`src/rtl/noc_packet_receiver_pkg.sv`:
```
// noc_packet_receiver_pkg: shared NoC widths and receiver FSM state type
package noc_packet_receiver_pkg;
  localparam int NOC_DATA_WIDTH = 64;
  localparam int NOC_ID_X_WIDTH = 4;
  localparam int NOC_ID_Y_WIDTH = 4;
  typedef enum logic [1:0] {IDLE, BODY, DROP} rx_state_e;
endpackage

```
`src/rtl/noc_rx_fifo.sv`:
```
// noc_rx_fifo: synchronous first-word-fall-through FIFO with count/full/empty
module noc_rx_fifo #(
  parameter int WIDTH = 8,
  parameter int DEPTH = 4
) (
  input  logic                       i_clk,
  input  logic                       i_rst,
  input  logic                       i_push,
  input  logic [WIDTH-1:0]           i_data,
  input  logic                       i_pop,
  output logic [WIDTH-1:0]           o_data,
  output logic [$clog2(DEPTH):0]     o_count,
  output logic                       o_full,
  output logic                       o_empty
);
  localparam int AW = $clog2(DEPTH);
  logic [WIDTH-1:0] r_mem [DEPTH];
  logic [AW-1:0] r_wr, r_rd;
  logic [AW:0] r_count;
  logic w_push, w_pop;
  assign o_count = r_count;
  assign o_full = r_count == (AW+1)'(DEPTH);
  assign o_empty = r_count == '0;
  assign w_push = i_push && !o_full;
  assign w_pop = i_pop && !o_empty;
  assign o_data = o_empty ? '0 : r_mem[r_rd];
  always_ff @(posedge i_clk or posedge i_rst) begin
    if (i_rst) begin
      r_wr <= '0;
      r_rd <= '0;
      r_count <= '0;
    end else begin
      if (w_push) r_wr <= r_wr + AW'(1);
      if (w_pop) r_rd <= r_rd + AW'(1);
      r_count <= r_count + (AW+1)'(w_push) - (AW+1)'(w_pop);
    end
  end
  always_ff @(posedge i_clk) begin
    if (w_push) r_mem[r_wr] <= i_data;
  end
endmodule

```
`src/rtl/noc_packet_receiver.sv`:
```
// noc_packet_receiver: header/data/tail flit sink that filters by dest and streams payload beats
module noc_packet_receiver
  import noc_packet_receiver_pkg::*;
#(
  parameter int FLIT_W  = NOC_DATA_WIDTH,
  parameter int ID_X_W  = NOC_ID_X_WIDTH,
  parameter int ID_Y_W  = NOC_ID_Y_WIDTH,
  parameter int HMARK_W = 4,
  parameter int MY_X    = 0,
  parameter int MY_Y    = 0,
  parameter int DEPTH   = 4
) (
  input  logic              noc_clk,
  input  logic              noc_rst,
  input  logic              receive_valid,
  output logic              receive_ready,
  input  logic [FLIT_W-1:0] receive_flit,
  input  logic              receive_is_header,
  input  logic              receive_is_tail,
  output logic              out_valid,
  input  logic              out_ready,
  output logic [FLIT_W-1:0] out_data,
  output logic              out_last,
  output logic [ID_X_W-1:0] out_src_x,
  output logic [ID_Y_W-1:0] out_src_y,
  output logic [15:0]       pkt_count,
  output logic [7:0]        err_count,
  output logic              err_pulse
);
  localparam int EW = ID_X_W + ID_Y_W + 1 + FLIT_W;
  localparam int SXH = FLIT_W - HMARK_W - 1;
  localparam int CW = $clog2(DEPTH) + 1;
  rx_state_e r_state, w_nxt;
  logic [FLIT_W-1:0] r_hold;
  logic r_hold_vld, r_err_pulse;
  logic [ID_X_W-1:0] r_src_x;
  logic [ID_Y_W-1:0] r_src_y;
  logic [15:0] r_pkt;
  logic [7:0] r_err;
  logic w_acc, w_match, w_push, w_last, w_err, w_pkt, w_hold_ld, w_hold_clr, w_src_ld;
  logic w_full, w_empty;
  logic [CW-1:0] w_count;
  logic [EW-1:0] w_rd;
  assign w_acc = receive_valid && receive_ready;
  assign w_match = receive_flit[SXH-ID_X_W-ID_Y_W -: ID_X_W] == ID_X_W'(MY_X) &&
                   receive_flit[SXH-2*ID_X_W-ID_Y_W -: ID_Y_W] == ID_Y_W'(MY_Y);
  assign receive_ready = w_count < CW'(DEPTH);
  assign out_valid = !w_empty;
  assign {out_src_x, out_src_y, out_last, out_data} = w_rd;
  assign pkt_count = r_pkt;
  assign err_count = r_err;
  assign err_pulse = r_err_pulse;
  always_comb begin
    w_nxt = r_state;
    w_push = 1'b0;
    w_last = 1'b0;
    w_err = 1'b0;
    w_pkt = 1'b0;
    w_hold_ld = 1'b0;
    w_hold_clr = 1'b0;
    w_src_ld = 1'b0;
    if (w_acc) begin
      if (receive_is_header) begin
        w_err = r_state != IDLE || !w_match;
        w_push = r_state == BODY && r_hold_vld;
        w_last = 1'b1;
        w_hold_clr = 1'b1;
        w_src_ld = w_match;
        w_pkt = w_match && receive_is_tail;
        w_nxt = receive_is_tail ? IDLE : w_match ? BODY : DROP;
      end else if (r_state == IDLE) begin
        w_err = 1'b1;
      end else if (r_state == BODY) begin
        w_push = r_hold_vld;
        w_last = receive_is_tail;
        w_hold_ld = !receive_is_tail;
        w_hold_clr = receive_is_tail;
        w_pkt = receive_is_tail;
        w_nxt = receive_is_tail ? IDLE : BODY;
      end else begin
        w_nxt = receive_is_tail ? IDLE : DROP;
      end
    end
  end
  // The held flit is pushed with the current source before a new header overwrites it
  always_ff @(posedge noc_clk or posedge noc_rst) begin
    if (noc_rst) begin
      r_state <= IDLE;
      r_hold <= '0;
      r_hold_vld <= 1'b0;
      r_src_x <= '0;
      r_src_y <= '0;
      r_pkt <= '0;
      r_err <= '0;
      r_err_pulse <= 1'b0;
    end else begin
      r_state <= w_nxt;
      if (w_hold_ld) begin
        r_hold <= receive_flit;
        r_hold_vld <= 1'b1;
      end else if (w_hold_clr) begin
        r_hold_vld <= 1'b0;
      end
      if (w_src_ld) begin
        r_src_x <= receive_flit[SXH -: ID_X_W];
        r_src_y <= receive_flit[SXH-ID_X_W -: ID_Y_W];
      end
      if (w_pkt) r_pkt <= r_pkt + 16'd1;
      if (w_err && r_err != 8'hFF) r_err <= r_err + 8'd1;
      r_err_pulse <= w_err;
    end
  end
  noc_rx_fifo #(.WIDTH(EW), .DEPTH(DEPTH)) u_fifo (
    .i_clk(noc_clk),
    .i_rst(noc_rst),
    .i_push(w_push && !w_full),
    .i_data({r_src_x, r_src_y, w_last, r_hold}),
    .i_pop(out_ready),
    .o_data(w_rd),
    .o_count(w_count),
    .o_full(w_full),
    .o_empty(w_empty)
  );
endmodule

```
`config.mk`:
```
export PLATFORM = sky130hd
export DESIGN_NAME = noc_packet_receiver
export DESIGN_NICKNAME = d
export VERILOG_FILES = /design/src/rtl/noc_packet_receiver_pkg.sv /design/src/rtl/noc_rx_fifo.sv /design/src/rtl/noc_packet_receiver.sv
export SDC_FILE = /design/constraint.sdc
export NUM_CORES = 1
export LEC_CHECK = 0
export ABC_CLOCK_PERIOD_IN_PS = 10450
export CAP_MARGIN = 20
export CORE_ASPECT_RATIO = 1.5
export CORE_MARGIN = 8
export CORE_UTILIZATION = 60
export DETAILED_ROUTE_END_ITERATION = 7
export GPL_ROUTABILITY_DRIVEN = 0
export PLACE_DENSITY = 0.84
export SLEW_MARGIN = 5
export SYNTH_ARGS = -nofsm -noshare
export SYNTH_HDL_FRONTEND = slang
export SYNTH_HIERARCHICAL = 1
export SYNTH_SLANG_ARGS = --single-unit
```
`constraint.sdc`:
```
create_clock -name noc_clk -period 10.45 [get_ports noc_clk]
set_clock_uncertainty 0.15 [all_clocks]
set_input_delay 1.5675 -clock noc_clk [delete_from_list [all_inputs] [get_ports noc_clk]]
set_output_delay 1.5675 -clock noc_clk [all_outputs]
set_load 0.02 [all_outputs]
```
Word-level counts from Yosys, hierarchy flattened
Memory sizes are Yosys's and may differ from the RTL's. Cells that the tools add are included.

Eq/ne operators: 4. Reduce and logical (&&, ||, !) cells: 20. Multiplexer cells: 31. Order comparisons: 1. Add/sub/neg operators: 6.

Operators with widths (number): two-way mux 73 bit (1); two-way mux 1 bit (24); adder 16 x 1 -> 16 bit (second input constant) (1); two-way mux 2 bit (6); adder 8 x 1 -> 8 bit (second input constant) (1); logical AND 1 bit (8); zero test 4 bit (2); inequality test 8 bit (second input constant) (1); adder 2 x 1 -> 2 bit (second input constant) (2); zero test 1 bit (4); nonzero test 2 bit (2); adder 3 x 1 -> 3 bit (1); == test 3 bit (second input constant) (1); zero test 3 bit (1); less-than comparator 3 bit (second input constant) (1); subtractor 3 x 1 -> 3 bit (1); == test 2 x 1 -> 1 bit (second input constant) (1); zero test 2 bit (1); inequality test 2 bit (second input constant) (1); AND reduction 2 bit (1); logical OR 1 bit (1).

Output and inout port bits: 100. Bits of input ports: 70. Logic and storage cells: 74. Memories kept: 1. Bits in writable memories: 292. Register bits after elaboration: 107.

Memories: u_fifo.r_mem (words 4, width 73, read ports 1, clocked after Yosys merged registers in 0, wr ports 1, RTL line noc_rx_fifo.sv:17) `logic [WIDTH-1:0] r_mem [DEPTH];`.

Logic depth before layout (Yosys ltp)
Depth in word-level cells: 9. Gate-level depth with buffers: 10. Mapped depth without buffers: 8.

By module
The synthesis kept the hierarchy.

Modules (own cells, without submodules): noc_rx_fifo (instances 1, seq. area each 8943.6 um^2, area each 11433.5 um^2, cells each 500); noc_packet_receiver (instances 1, seq. area each 2502.4 um^2, area each 4239.1 um^2, cells each 283).

Least setup slack after synthesis
Ideal clock, no wire load.

Path kind: input-to-reg. From: in receive_valid. To: mem u_fifo/r_mem[0][0] (netlist name) (enable). Stages on the path: 7. Buffers on the path: 2. Required time: 9.861 ns. Library setup time: 0.439 ns. Arrival: 4.096 ns. Slack: 5.765 ns. Cell sequence: nor2b_1 buf_4 nand2_1 nor3_1 nor2b_1 clkbuf_1 and2_1.

Longest elaborated chain between the ends: 6.

RTL lines: start: declaration (RTL line noc_packet_receiver.sv:15) `input logic receive_valid,`; logical AND 1 bit (RTL line noc_packet_receiver.sv:44) `assign w_acc = receive_valid && receive_ready;`; two-way mux 1 bit (RTL line noc_packet_receiver.sv:62) `if (w_acc) begin`; logical AND 1 bit (RTL line noc_packet_receiver.sv:116) `.i_push(w_push && !w_full),`; logical AND 1 bit (RTL line noc_rx_fifo.sv:24) `assign w_push = i_push && !o_full;`; net u_fifo.w_push (RTL line noc_rx_fifo.sv:20) `logic w_push, w_pop;`; two-way mux 1 bit (RTL line noc_rx_fifo.sv:39) `if (w_push) r_mem[r_wr] <= i_data;`; two-way mux 1 bit (not written as such) (RTL line noc_rx_fifo.sv:39); end: declaration (RTL line noc_rx_fifo.sv:17).

The timed path passes the listed nets, and every way through them passes these cells.

Worst setup path after layout
From: reg u_fifo.r_rd[0]. To: out out_src_y[3].

Longest elaborated chain between the ends: 2.

RTL lines: start: declaration (RTL line noc_rx_fifo.sv:18) `logic [AW-1:0] r_wr, r_rd;`; start signal: assignment (RTL line noc_rx_fifo.sv:34) `if (w_pop) r_rd <= r_rd + AW'(1);`; memory (4 x 73 bit); two-way mux 73 bit (RTL line noc_rx_fifo.sv:26) `assign o_data = o_empty ? '0 : r_mem[r_rd];`; end: declaration (RTL line noc_packet_receiver.sv:25) `output logic [ID_Y_W-1:0] out_src_y,`.

No other way between the ends.

==> flow_summary_export.csv <==
group,metric,value,unit
floorplanning,core_area,0.0258,mm^2
final_layout,finalNetCount,1044,
logic_synthesis,yosysTopAreaCell,"edfxtp_1",
critical_path,startpoint,"u_fifo/r_rd[0]",
logic_synthesis,synth.top_cell.area_share,0.559,
place,dp.cells,1258,
critical_path,r2r_start,"u_fifo/o_count[2]",
detailed_routing,post_drt_wl_per_cell,22.9,um
logic_synthesis,yosys.cell_count.top_type,"edfxtp_1",
detailed_routing,drt_iter0_drc,438,
floorplanning,dieWidth,148,um
floorplanning,num_rows,72,
critical_path,path_class,"register to primary output",
logic_synthesis,synth.net_count,862,
outcome,outcome,"finished, final reports clean",
clock_tree,worstSkewPairLatency,530,ps
detailed_routing,vias,7586,
global_route,grt_pass1_wl,47.6,mm
critical_path,critPathCaptureType,"primary output",
global_route,grt_overflow,0,
min_path,holdPathEnd,"pkt_count[15]",
clock_tree,cts_setup_buffers,0,
critical_path,reg2regPathDepth,6,
timing,finalSetupViolations,0,
timing,tightest_slew,864,ps
floorplanning,io_pins,170,
timing,drv_slew,0,
place,io_buffers,169,
detailed_routing,drc,0,
logic_synthesis,ys.flop_type,"edfxtp_1",
timing,max_freq,190,MHz
final_layout,multiInputGateArea,0.00395,mm^2
logic_synthesis,ys_seq_area_frac,0.730,
critical_path,r2r-end,"u_fifo/r_mem[3][7]",
clock_tree,cts_buffers,37,
clock_tree,htreeDepth,2,
logic_synthesis,synth-warning-count,6,
detailed_routing,via_per_inst,5.72,
detailed_routing,ant_nets,0,
global_route,grt_max_degree,77,
logic_synthesis,synth_area,0.0157,mm^2
logic_synthesis,synthCells,783,
pwr,power.density,194,mW/mm^2
global_route,antenna_found_initial,0,
clock_tree,clk_pin_slew,60,ps
clock_tree,clockBufferDepth,3,
global_route,grt_pass1_vias,8407,
logic_synthesis,async_reset_ff_frac,0.268,
clock_tree,post_cts_resized,0,
timing,period_needed,5260,ps
run,cap_violations,0,
timing,hold_violations,0,
clock_tree,root_buffer,"clkbuf_16",
final_layout,finalNonFillerCells,1327,
floorplanning,fp.dieH,214,um
min_path,worstHoldPathCells,1,
logic_synthesis,synth.area.top_cells,"edfxtp_1 (56%), dfrtp_1 (17%), mux4_2 (10%)",
final_layout,syn_to_final_growth,20.3,%
pwr,p_total,3.66,mW
logic_synthesis,avgSynthCellArea,20.0,um^2
clock_tree,cts_tree,"done",
clock_tree,postCtsHoldBufs,0,
pwr,peakVddDrop,0.188,mV
timing,fin_tns_setup,0,ps
final_layout,drive_gt1_frac,0.225,
critical_path,cp.arrival,3540,ps
timing,rsz0062_at_grt,"no",
logic_synthesis,synth_cell_types,37,
global_route,grt_usage,0.197,
min_path,hp-class,"register to register",
floorplanning,initial_utilization,0.608,
timing,fin_crit_sh,0.503,
detailed_routing,firstDrtPassIters,5,
floorplanning,die-area,0.0317,mm^2
logic_synthesis,synth_edf_count,292,
timing,hold_slack,339,ps
critical_path,start_kind,"register",
logic_synthesis,synth.top_cells.by_count,"edfxtp_1 (292), dfrtp_1 (107), and2_1 (78)",
detailed_routing,routed_wirelength,30.4,mm
timing,relSlewSlack,0.424,
min_path,hp-start,"pkt_count[15]",
pwr,p_leak,7.75,nW
final_layout,fillCellCount,1559,
clock_tree,clock_sinks,399,
critical_path,crit_fanout,42,
place,detailed_place_hpwl,18.1,mm
final_layout,seqCellArea,0.0115,mm^2
critical_path,crit_required,8730,ps
logic_synthesis,yosys_register_bits,399,
critical_path,rrSetupSlack,6890,ps
final_layout,diodes,0,
[how the worst max path moves through the flow]
stage | endpoint | slack, ps | cells after the start
floorplan | u_fifo/r_mem[0][0] | 5760 | 7
global placement | u_fifo/r_mem[1][4] | 5440 | 7
detailed placement | u_fifo/r_mem[0][71] | 5340 | 7
CTS | out_src_y[3] | 5020 | 4
global route | out_data[52] | 4900 | 4
finish | out_src_y[3] | 5190 | 4
[per-layer routing]
layer / vias to the layer above / track usage / share of wire
met4: 0 / 0.0754 / 0.032
li1: 3378 / - / -
met5: - / 0 / 0
met3: 59 / 0.0477 / 0.058
met1: 3917 / 0.217 / 0.36
met2: 232 / 0.355 / 0.54
[cells by family after synthesis]
logic type,synth area share
buffers and inverters,0.0188
AND/OR/NAND/NOR,0.0519
AO/OA/AOI/OAI,0.00615
XOR/XNOR,0.0140
flip-flops,0.730
adder cells (fa/ha/maj),0.00766
multiplexers,0.171
[through the flow]
step | utilization | setup WS (ps) | area (um^2)
floorplan | - | 5760 | 15700
global placement | 0.684 | 5440 | 17600
finish | 0.732 | 5190 | 18800
CTS | 0.731 | 5020 | 18800
detailed placement | 0.684 | 5340 | 17600
global route | 0.732 | 4900 | 18800
[flip-flops by register name, summed over array words and instances (netlist names)]
name / cells
r_hold: 64
r_state: 2
r_src_y: 4
err_pulse: 1
err_count: 8
pkt_count: 16
u_fifo/o_count: 3
u_fifo/r_mem: 292
u_fifo/r_rd: 2
u_fifo/r_wr: 2
r_src_x: 4
r_hold_vld: 1
[layout make-up]
cell class / count / area share
clock buffers: 53 / 0.0572
clock inverters: 15 / 0.00697
inverters: 12 / 0.00252
multi-input cells: 337 / 0.210
flip-flops and latches: 399 / 0.608
well taps: 333 / 0.0221
repair buffers: 178 / 0.0940
[where the power goes]
group | switching (mW) | internal [mW]
logic | 0.252 | 0.275
registers | 0.0985 | 1.71
clock network | 0.549 | 0.771
[worst max-delay path, cell delays in order (launching register included)]
cell             delay [ps]
dfrtp_4                 860
buf_4                   780
mux4_2                  610
and2_1                  200
clkdlybuf4s50_1         550
[cell usage in the layout, fill, tap and decap left out, types with 5 or more instances in the layout]
cell and count:
edfxtp_1 292, mux4_2 73, and2_1 74, nand3_1 6, mux2_2 26, nand4_1 6
nand2_1 20, clkbuf_1 9, dfrtp_1 105, nor2b_1 6, xor2_1 9, clkinv_2 7
buf_4 8, clkbuf_8 5, nor3_1 8, clkbuf_16 39, inv_1 11, nor2_1 6
xnor2_1 16, ha_1 8, mux2_4 49, clkdlybuf4s50_1 169
Power figures use the tool's default switching activity.
